--- config.mk ---
export PLATFORM = sky130hd
export DESIGN_NAME = lenet_maxpool_engine_flat
export DESIGN_NICKNAME = d
export VERILOG_FILES = /design/src/rtl/lenet_maxpool_engine_if.sv /design/src/rtl/lenet_maxpool_engine.sv /design/src/flat_wrapper.sv
export SDC_FILE = /design/constraint.sdc
export NUM_CORES = 1
export LEC_CHECK = 0
export CORE_ASPECT_RATIO = 1.25
export CORE_MARGIN = 2
export CORE_UTILIZATION = 39
export CTS_CLUSTER_SIZE = 12
export DETAILED_ROUTE_END_ITERATION = 10
export PLACE_DENSITY = 0.56
export SKIP_CTS_REPAIR_TIMING = 1
export SYNTH_ARGS = -nofsm -noshare
export SYNTH_HDL_FRONTEND = slang
export SYNTH_SLANG_ARGS = --single-unit
--- constraint.sdc ---
create_clock -name clk -period 4.8 [get_ports clk]
set_input_delay 0.96 -clock clk [delete_from_list [all_inputs] [get_ports clk]]
set_output_delay 0.96 -clock clk [all_outputs]
set_load 0.02 [all_outputs]
--- src/rtl/lenet_maxpool_engine_if.sv ---
// Bus bundle for lenet_maxpool_engine: layer handshake, Buffer A read port,
// destination buffer write port and an FSM state tap for checkers.
//
// Handshake: the controller raises start for one cycle while busy is low.
// The engine accepts it on that edge, holds busy high until it returns to
// IDLE and pulses done for exactly one cycle (FIN) with busy still high.
// start while busy is high is ignored. rd_data must be valid in the same
// cycle as rd_addr. A write happens on each clock edge where wr_en is high.
interface lenet_maxpool_engine_if #(
  parameter int RD_AW = 13,
  parameter int WR_AW = 11
);
  logic             start;
  logic             busy;
  logic             done;
  logic [RD_AW-1:0] rd_addr;
  logic [7:0]       rd_data;
  logic [WR_AW-1:0] wr_addr;
  logic [7:0]       wr_data;
  logic             wr_en;
  logic [2:0]       dbg_state;

  modport master (
    output start,
    output rd_data,
    input  busy,
    input  done,
    input  rd_addr,
    input  wr_addr,
    input  wr_data,
    input  wr_en,
    input  dbg_state
  );

  modport slave (
    input  start,
    input  rd_data,
    output busy,
    output done,
    output rd_addr,
    output wr_addr,
    output wr_data,
    output wr_en,
    output dbg_state
  );
endinterface

--- src/rtl/lenet_maxpool_engine.sv ---
// lenet_maxpool_engine: sequential 2x2 / stride-2 signed int8 max-pool.
// Reads a CHANNELS x IN_DIM x IN_DIM map from Buffer A (combinational read)
// and writes CHANNELS x OD x OD pooled values (OD = IN_DIM/2) to the
// destination buffer, one output every 5 cycles (RD0..RD3, WR).
// Optional build macro POOL_RELU_EN: clamp negative window maxima to 0
// before writing (fused ReLU). FSM and timing are the same either way.
module lenet_maxpool_engine #(
  parameter int CHANNELS = 6,
  parameter int IN_DIM   = 28,
  parameter int RD_AW    = 13,
  parameter int WR_AW    = 11
) (
  input logic                   clk,
  input logic                   rst_n,
  lenet_maxpool_engine_if.slave bus
);

  localparam int OD    = IN_DIM / 2;
  localparam int N_OUT = CHANNELS * OD * OD;
  localparam int CW    = (OD > 1) ? $clog2(OD) : 1;

  // Window read offsets and base-address steps, resolved at elaboration.
  localparam logic [RD_AW-1:0] L_OFS_1     = RD_AW'(1);
  localparam logic [RD_AW-1:0] L_OFS_DIM   = RD_AW'(IN_DIM);
  localparam logic [RD_AW-1:0] L_OFS_DIM1  = RD_AW'(IN_DIM + 1);
  localparam logic [RD_AW-1:0] L_STEP_COL  = RD_AW'(2);
  // At the end of a row the base skips the odd input row; the same step
  // also lands exactly on the next channel after the last row.
  localparam logic [RD_AW-1:0] L_STEP_ROW  = RD_AW'(IN_DIM + 2);
  localparam logic [WR_AW-1:0] L_LAST_O    = WR_AW'(N_OUT - 1);
  localparam logic [CW-1:0]    L_LAST_COL  = CW'(OD - 1);

  localparam logic [2:0] S_IDLE = 3'd0;
  localparam logic [2:0] S_RD0  = 3'd1;
  localparam logic [2:0] S_RD1  = 3'd2;
  localparam logic [2:0] S_RD2  = 3'd3;
  localparam logic [2:0] S_RD3  = 3'd4;
  localparam logic [2:0] S_WR   = 3'd5;
  localparam logic [2:0] S_FIN  = 3'd6;

  logic [2:0]        r_state;
  logic [2:0]        w_state_next;
  logic [RD_AW-1:0]  r_base;
  logic [RD_AW-1:0]  r_rd_addr;
  logic [RD_AW-1:0]  w_next_base;
  logic signed [7:0] r_max;
  logic signed [7:0] w_rd_s;
  logic signed [7:0] w_max_next;
  logic signed [7:0] w_wr_val;
  logic [WR_AW-1:0]  r_o;
  logic [CW-1:0]     r_col;
  logic [WR_AW-1:0]  r_wr_addr;
  logic [7:0]        r_wr_data;
  logic              w_last;
  logic              w_col_end;

  assign w_rd_s     = bus.rd_data;
  // Strict greater-than: on ties the register keeps its current value.
  assign w_max_next = (w_rd_s > r_max) ? w_rd_s : r_max;
  assign w_last     = (r_o == L_LAST_O);
  assign w_col_end  = (r_col == L_LAST_COL);
  assign w_next_base = w_col_end ? (r_base + L_STEP_ROW) : (r_base + L_STEP_COL);

`ifdef POOL_RELU_EN
  assign w_wr_val = w_max_next[7] ? 8'sd0 : w_max_next;
`else
  assign w_wr_val = w_max_next;
`endif

  // Next-state logic: five-cycle loop per output, FIN after the last write.
  always_comb begin
    w_state_next = r_state;
    case (r_state)
      S_IDLE:  if (bus.start) w_state_next = S_RD0;
      S_RD0:   w_state_next = S_RD1;
      S_RD1:   w_state_next = S_RD2;
      S_RD2:   w_state_next = S_RD3;
      S_RD3:   w_state_next = S_WR;
      S_WR:    w_state_next = w_last ? S_FIN : S_RD0;
      S_FIN:   w_state_next = S_IDLE;
      default: w_state_next = S_IDLE;
    endcase
  end

  // State register; reset aborts any layer in progress.
  always_ff @(posedge clk or negedge rst_n) begin
    if (!rst_n) r_state <= S_IDLE;
    else        r_state <= w_state_next;
  end

  // Read address walk: base, +1, +IN_DIM, +IN_DIM+1, then next window base.
  always_ff @(posedge clk or negedge rst_n) begin
    if (!rst_n) begin
      r_base    <= '0;
      r_rd_addr <= '0;
    end else begin
      case (r_state)
        S_IDLE: begin
          if (bus.start) begin
            r_base    <= '0;
            r_rd_addr <= '0;
          end
        end
        S_RD0: r_rd_addr <= r_base + L_OFS_1;
        S_RD1: r_rd_addr <= r_base + L_OFS_DIM;
        S_RD2: r_rd_addr <= r_base + L_OFS_DIM1;
        S_WR: begin
          if (!w_last) begin
            r_base    <= w_next_base;
            r_rd_addr <= w_next_base;
          end
        end
        default: ;
      endcase
    end
  end

  // Running window maximum; the final value is staged for the WR cycle.
  always_ff @(posedge clk or negedge rst_n) begin
    if (!rst_n) begin
      r_max     <= '0;
      r_wr_data <= '0;
      r_wr_addr <= '0;
    end else begin
      case (r_state)
        S_RD0: r_max <= w_rd_s;
        S_RD1: r_max <= w_max_next;
        S_RD2: r_max <= w_max_next;
        S_RD3: begin
          r_max     <= w_max_next;
          r_wr_data <= w_wr_val;
          r_wr_addr <= r_o;
        end
        default: ;
      endcase
    end
  end

  // Output index and column counters advance once per written output.
  always_ff @(posedge clk or negedge rst_n) begin
    if (!rst_n) begin
      r_o   <= '0;
      r_col <= '0;
    end else if (r_state == S_IDLE && bus.start) begin
      r_o   <= '0;
      r_col <= '0;
    end else if (r_state == S_WR) begin
      r_o   <= r_o + WR_AW'(1);
      r_col <= w_col_end ? '0 : (r_col + CW'(1));
    end
  end

  assign bus.busy      = (r_state != S_IDLE);
  assign bus.done      = (r_state == S_FIN);
  assign bus.wr_en     = (r_state == S_WR);
  assign bus.rd_addr   = r_rd_addr;
  assign bus.wr_addr   = r_wr_addr;
  assign bus.wr_data   = r_wr_data;
  assign bus.dbg_state = r_state;

endmodule
--- src/flat_wrapper.sv ---
// flat-port wrapper written by rule: the top's interface ports become plain ports
module lenet_maxpool_engine_flat 
#(
  parameter int CHANNELS = 6,
  parameter int IN_DIM   = 28,
  parameter int RD_AW    = 13,
  parameter int WR_AW    = 11
)
  (clk, rst_n, bus_start, bus_rd_data, bus_busy, bus_done, bus_rd_addr, bus_wr_addr, bus_wr_data, bus_wr_en, bus_dbg_state);
  lenet_maxpool_engine_if #(.RD_AW(RD_AW), .WR_AW(WR_AW)) bus_i ();
  input logic clk;
  input logic rst_n;
  input wire logic [$bits(bus_i.start)-1:0] bus_start;
  input wire logic [$bits(bus_i.rd_data)-1:0] bus_rd_data;
  output wire logic [$bits(bus_i.busy)-1:0] bus_busy;
  output wire logic [$bits(bus_i.done)-1:0] bus_done;
  output wire logic [$bits(bus_i.rd_addr)-1:0] bus_rd_addr;
  output wire logic [$bits(bus_i.wr_addr)-1:0] bus_wr_addr;
  output wire logic [$bits(bus_i.wr_data)-1:0] bus_wr_data;
  output wire logic [$bits(bus_i.wr_en)-1:0] bus_wr_en;
  output wire logic [$bits(bus_i.dbg_state)-1:0] bus_dbg_state;
  assign bus_i.start = bus_start;
  assign bus_i.rd_data = bus_rd_data;
  assign bus_busy = bus_i.busy;
  assign bus_done = bus_i.done;
  assign bus_rd_addr = bus_i.rd_addr;
  assign bus_wr_addr = bus_i.wr_addr;
  assign bus_wr_data = bus_i.wr_data;
  assign bus_wr_en = bus_i.wr_en;
  assign bus_dbg_state = bus_i.dbg_state;
  lenet_maxpool_engine #(.CHANNELS(CHANNELS), .IN_DIM(IN_DIM), .RD_AW(RD_AW), .WR_AW(WR_AW)) u_core (.clk(clk), .rst_n(rst_n), .bus(bus_i));
endmodule
==> run metrics, run 1 <==
detailed-router iteration count before antenna repair 4; worst setup path class register to output pin; Lkg Pwr 0.002153 uW; max frequency 285.8 MHz; pin count of the biggest net entering global routing 40; crit path capture type output pin; number of flops mapped to enable cells by yosys 0; RSZ-0062 raised after global routing false; Slew headroom 40.62%; area leader, netlist dfrtp_1; Ant. Diodes 0; clock root cell clkbuf_16; total grt overflow 0; Clock Tree Buf Depth 2; Syn. warnings 0; # setup viols final 0; crit path DAT 2.54 ns; Max VDD drop 0.2423 mV; Hold Crit Class register to register; Synthesized Nets 469; WL/cell 16.69 um; status finished, final reports clean; Clk network pwr share 21.2%; Clock Skews 0.006425 ns; vias in the first global route 3558; internal power 1616 uW; Mapped Area 4139 sq um; Synth cell types 62; total number of vias 3568; post-synthesis sequential area ratio 42.32%; Die ar. 11460 sq um; Logic pwr share 47.8%; crit path max fanout 17; Top FF cell, synth dfrtp_1; syn_area_per_cell 9.259 sq um; WL final 10.35 mm; Switch Pwr 1192 uW; initial antenna violation count 0; Post-DP HPWL 7.247 mm; first-pass GRT wire length 17.42 mm; die width 96.14 um; Worst Slack Setup Final 1.301 ns; Slew Limit Fails 0; synth top area cells dfrtp_1, a21oi_1, o21ai_0; Core Footprint 10460 sq um; P per Cell Area 567.3 nW/um^2; minimum clock period 3.499 ns; area grow syn2layout 19.59%; pre-CTS WS 1.325 ns; Slew @ Worst Pin 0.8885 ns; Tot GR Track Use 19.48%; total negative slack 0 ns; ANT nets after route 0; Die H 119.2 um; post-synthesis cell count 447; period utilisation layout 72.90%; sw frac 42.47%; latest clock arrival within the worst-skew pair 0.34 ns; share of cells above drive strength 1 11.27%; Fin. Hold Viols 0; CTS buffer count 9; routability congestion estimate 0.8213; htree depth 3; DR iter-0 viols 105; CTS tree yes; fraction of power consumed by sequential logic 31.0%; #FFs+latches synth 70; CTS clk-pin slew, worst paths 0.06 ns; DRC viols 0; # IOs 49; Post-layout nets 506; CTS sink cnt 70; Max Cap Violations 0; Worst Setup Start Kind register; Initial Util 39.58%; Synth async-reset ratio 100.0%; via/cell ratio 5.755; IO Port Bufs 48; row count 42; Synth top area share 42.32%; WP data required 3.84 ns; FF-to-FF setup slack 2.15 ns
-- cell usage after synthesis, drive strengths merged (2+ instances only) --
library cell / n
nand2: 43
clkbuf: 12
o31ai: 4
nand4b: 2
inv: 17
a211o: 3
mux2i: 4
ha: 11
mux2: 11
a21oi: 44
nand4bb: 2
xor2: 12
nor2b: 2
dfrtp: 70
nand3b: 4
and3: 3
xnor2: 10
nor2: 34
o211ai: 2
nor3: 18
nand4: 9
a22o: 3
buf: 17
a21o: 7
o41ai: 2
and2: 3
or3b: 2
a221oi: 8
nor4: 3
o22ai: 17
o21ai: 34
a22oi: 6
nand3: 12
o21a: 2
nor4b: 2
-- cell type report --
cell class | instances | area (sq um)
fill | 1043 | 5508
multi-input combinational | 331 | 2183
sequential | 70 | 1752
timing repair buffer | 55 | 528.0
clock buffer | 11 | 232.7
tap | 132 | 165.2
inverter | 17 | 63.81
clock inverter | 4 | 25.02
-- power by group through the flow --
stage          Combinational [uW]  Clock [uW]  Sequential (uW)
2_1_floorplan                 892           0              919
3_3_place_gp                 1320           0              874
3_5_place_dp                 1340           0              880
4_1_cts                      1350         609              870
5_1_grt                      1480         638              890
6_report                     1340         596              870
-- per-stage QoR --
step / hold WS (ns) / instance area, sq um / power [uW] / utilization, % / std cells
6_report: 0.4739 / 4950 / 2808 / 47.33 / 620
5_1_grt: 0.5007 / 4950 / 3013 / 47.33 / 620
4_1_cts: 0.4811 / 4950 / 2826 / 47.33 / 620
3_5_place_dp: 0.4691 / 4692 / 2223 / 44.87 / 605
3_3_place_gp: 0.4651 / 4692 / 2194 / 44.87 / 605
2_1_floorplan: 0.4616 / 4139 / 1811 / - / 447
-- final timing paths --
path | startpoint | to | cells past startpoint
worst max register to register | u_core.r_col[1] | u_core.bus.rd_addr[7] | 9
worst min-delay path | u_core.bus.wr_data[3] | u_core.bus.wr_data[3] | 2
min in group asynchronous | rst_n | u_core.bus.wr_addr[4] | 1
worst max-delay path | u_core.bus.dbg_state[0] | bus_wr_en | 5
max in group asynchronous | rst_n | u_core.r_base[12] | 2
worst min register to register | u_core.bus.wr_data[3] | u_core.bus.wr_data[3] | 2
-- critical path, cell delays in order, from the launching register on --
cell	delay, ns
dfrtp_1	0.62
inv_2	0.27
nor2_4	0.30
nand2_2	0.10
inv_2	0.24
clkdlybuf4s50_1	0.66
-- layout by cell type, fill, tap and decap left out, drive strengths merged, types with 4 or more instances in the layout --
master,n
o31ai,4
nor2,34
mux2i,4
nor3,18
o22ai,17
buf,8
a21oi,44
xor2,12
mux2,11
a22oi,6
a221oi,8
o21ai,34
clkbuf,11
nand3b,4
inv,17
xnor2,10
nand3,12
clkdlybuf4s50,47
dfrtp,70
nand4,9
ha,11
nand2,43
a21o,7
-- cells by family (layout without fill, tap and decap cells) --
logic type,after synthesis,in the layout,synth area share [%]
flops,70,70,42.32
xor+xnor,22,22,4.655
buf+inv,46,87,4.927
compound gates,140,140,22.16
mux,15,15,3.960
simple gates,142,142,18.38
fa+ha+maj,12,12,3.597
-- layer usage --
layer | vias to the layer above | track usage [%] | routed length [um]
met2 | 83 | 31.77 | 5193
met1 | 1753 | 25.18 | 4576
li1 | 1716 | - | -
met3 | 16 | 3.226 | 369
met5 | - | 0 | 0
met4 | 0 | 8.214 | 207
-- flip-flops by register name, summed over array words and instances (netlist names) --
| signal | cells |
|---|---|
| u_core.r_o | 11 |
| u_core.r_col | 4 |
| u_core.r_max | 8 |
| u_core.bus.wr_data | 8 |
| u_core.bus.rd_addr | 13 |
| u_core.bus.dbg_state | 3 |
| u_core.r_base | 12 |
| u_core.bus.wr_addr | 11 |
Power figures use the tool's default switching activity.
==> inputs of run 2 (changes only) <==
- PLACE_DENSITY: 0.56 -> 0.58
- clock period: 4.8 -> 3.2 ns (I/O delays scaled with it)
==> run 2 against run 1 <==
Total power grew 58%. First-iteration DRC count is 40% higher. Non-clock buffer count increased by 14. Cell count grew 2.4%. Clock skew hardly changed. Largest cell class unchanged. Largest power group unchanged.
==> run metrics, run 2 (synthesis results as in run 1) <==
# IOs 49; Hold Crit Class register to register; Slew @ Worst Pin 0.9187 ns; worst r2r src u_core.bus.dbg_state[1]; Max Cap Violations 0; Max VDD drop 0.3562 mV; # setup viols final 0; CTS buffer count 9; met2 Resource Use GR 31.81%; Clock Skews 0.006122 ns; Clk network pwr share 24.3%; hold slack 0.4750 ns; Ant. Diodes 0; clock root cell clkbuf_16; crit path max fanout 14; ANT nets after route 0; htree depth 3; crit path capture type output pin; crit path DAT 2.10 ns; area grow syn2layout 23.55%; DRC viols 0; WP data required 2.56 ns; vias in the first global route 3504; DR iter-0 viols 147; Post-layout nets 520; FF-to-FF path depth 5; routability congestion estimate 0.8559; Worst Slack Setup Final 0.4560 ns; initial antenna violation count 0; CTS clk-pin slew, worst paths 0.06 ns; Initial Util 39.58%; first-pass GRT wire length 17.55 mm; status finished, final reports clean; WHS Path Cells 2; via/cell ratio 5.636; # fillers 1019; Finished Layout Cells 635; minimum clock period 2.744 ns; worst setup path class register to output pin; Die ar. 11460 sq um; total negative slack 0 ns; met3 Use GR 3.542%; GR Layer Usage met1 25.85%; Tot GR Track Use 19.76%; CTS tree yes; max frequency 364.4 MHz; die width 96.14 um; Die H 119.2 um; Slew headroom 38.76%; CTS sink cnt 70; row count 42; dpl cells 619; max reg flops 13; layer with the highest usage met2; Post-DP HPWL 7.136 mm; period utilisation layout 85.75%; pre-CTS WS 0.1373 ns; Lkg Pwr 0.002245 uW; RSZ-0062 raised after global routing false; total grt overflow 0; FF-to-FF setup slack 0.76 ns; fraction of power consumed by sequential logic 28.8%; Clock Tree Buf Depth 2; most common cell after layout, fill and taps aside dfrtp_1; latest clock arrival within the worst-skew pair 0.34 ns; Switch Pwr 1817 uW; Logic pwr share 47.0%; leading cell types in the layout, fill and taps excluded dfrtp_1, clkdlybuf4s50_1, a21oi_1; P per Cell Area 869.5 nW/um^2; hold path startpoint u_core.bus.wr_data[0]; Fin. Hold Viols 0; total number of vias 3579; hold endpoint u_core.bus.wr_data[0]; IO Port Bufs 48; pin count of the biggest net entering global routing 71; share of cells above drive strength 1 13.92%; Worst Setup Start Kind register; sw frac 40.86%; internal power 2630 uW; detailed-router iteration count before antenna repair 4; Slew Limit Fails 0; WL final 10.43 mm; WL/cell 16.43 um; Core Footprint 10460 sq um; Crit Reg-Reg Endpoint u_core.r_base[1]
## run 2: cell count changes in the layout (fill, tap and decap cells not counted), sizes merged
cell,before,now
bufinv,0,2
clkinv,2,1
buf,8,22
## run 2: worst max-delay path by stage
stage | startpoint | to | slack (ns) | cells after the start
detailed placement | bus_rd_data[6] | u_core.r_max[5] | 0.14 | 7
global route | u_core.bus.dbg_state[1] | bus_wr_en | 0.39 | 4
CTS | u_core.bus.dbg_state[1] | bus_wr_en | 0.45 | 4
global placement | bus_rd_data[7] | u_core.r_max[4] | 0.20 | 7
finish | u_core.bus.dbg_state[1] | bus_wr_en | 0.46 | 4
floorplan | bus_rd_data[7] | u_core.bus.wr_data[0] | 0.84 | 7
## run 2: power groups by stage
stage | clock (uW) | sequential, uW | combinational, uW
finish | 1080 | 1280 | 2090
global route | 1130 | 1310 | 2320
CTS | 1100 | 1280 | 2100
detailed placement | 0 | 1300 | 2090
global placement | 0 | 1290 | 2060
floorplan | 0 | 1380 | 1340
## run 2: area by class of cell
type | count | area (sq um) | area share [%]
multi-input cells | 331 | 2183 | 42.70
flip-flops and latches | 70 | 1752 | 34.25
repair buffers | 69 | 633.1 | 12.38
clock buffers | 11 | 232.7 | 4.551
well taps | 132 | 165.2 | 3.230
clock inverters | 5 | 83.83 | 1.639
inverters | 17 | 63.81 | 1.248
## run 2: per-stage QoR
step | utilization (%) | power, uW | area (sq um)
after global placement | 45.87 | 3344 | 4797
after CTS | 48.90 | 4480 | 5114
after global routing | 48.90 | 4760 | 5114
final | 48.90 | 4446 | 5114
after floorplan | - | 2717 | 4139
after detailed placement | 45.87 | 3387 | 4797
## run 2: per-layer routing
layer  share of wire (%)  wire length, um  vias up
met5                   0                0        -
met4                 2.2              228        0
met3                 4.0              412       16
met2                  50             5194       75
met1                  44             4595     1736
li1                    -                -     1752
## run 2: worst max-delay path, stage by stage, from the launching register on
cell	delay, ns
dfrtp_1	0.61
nor2_4	0.34
nand2_2	0.11
inv_2	0.09
clkdlybuf4s50_1	0.60
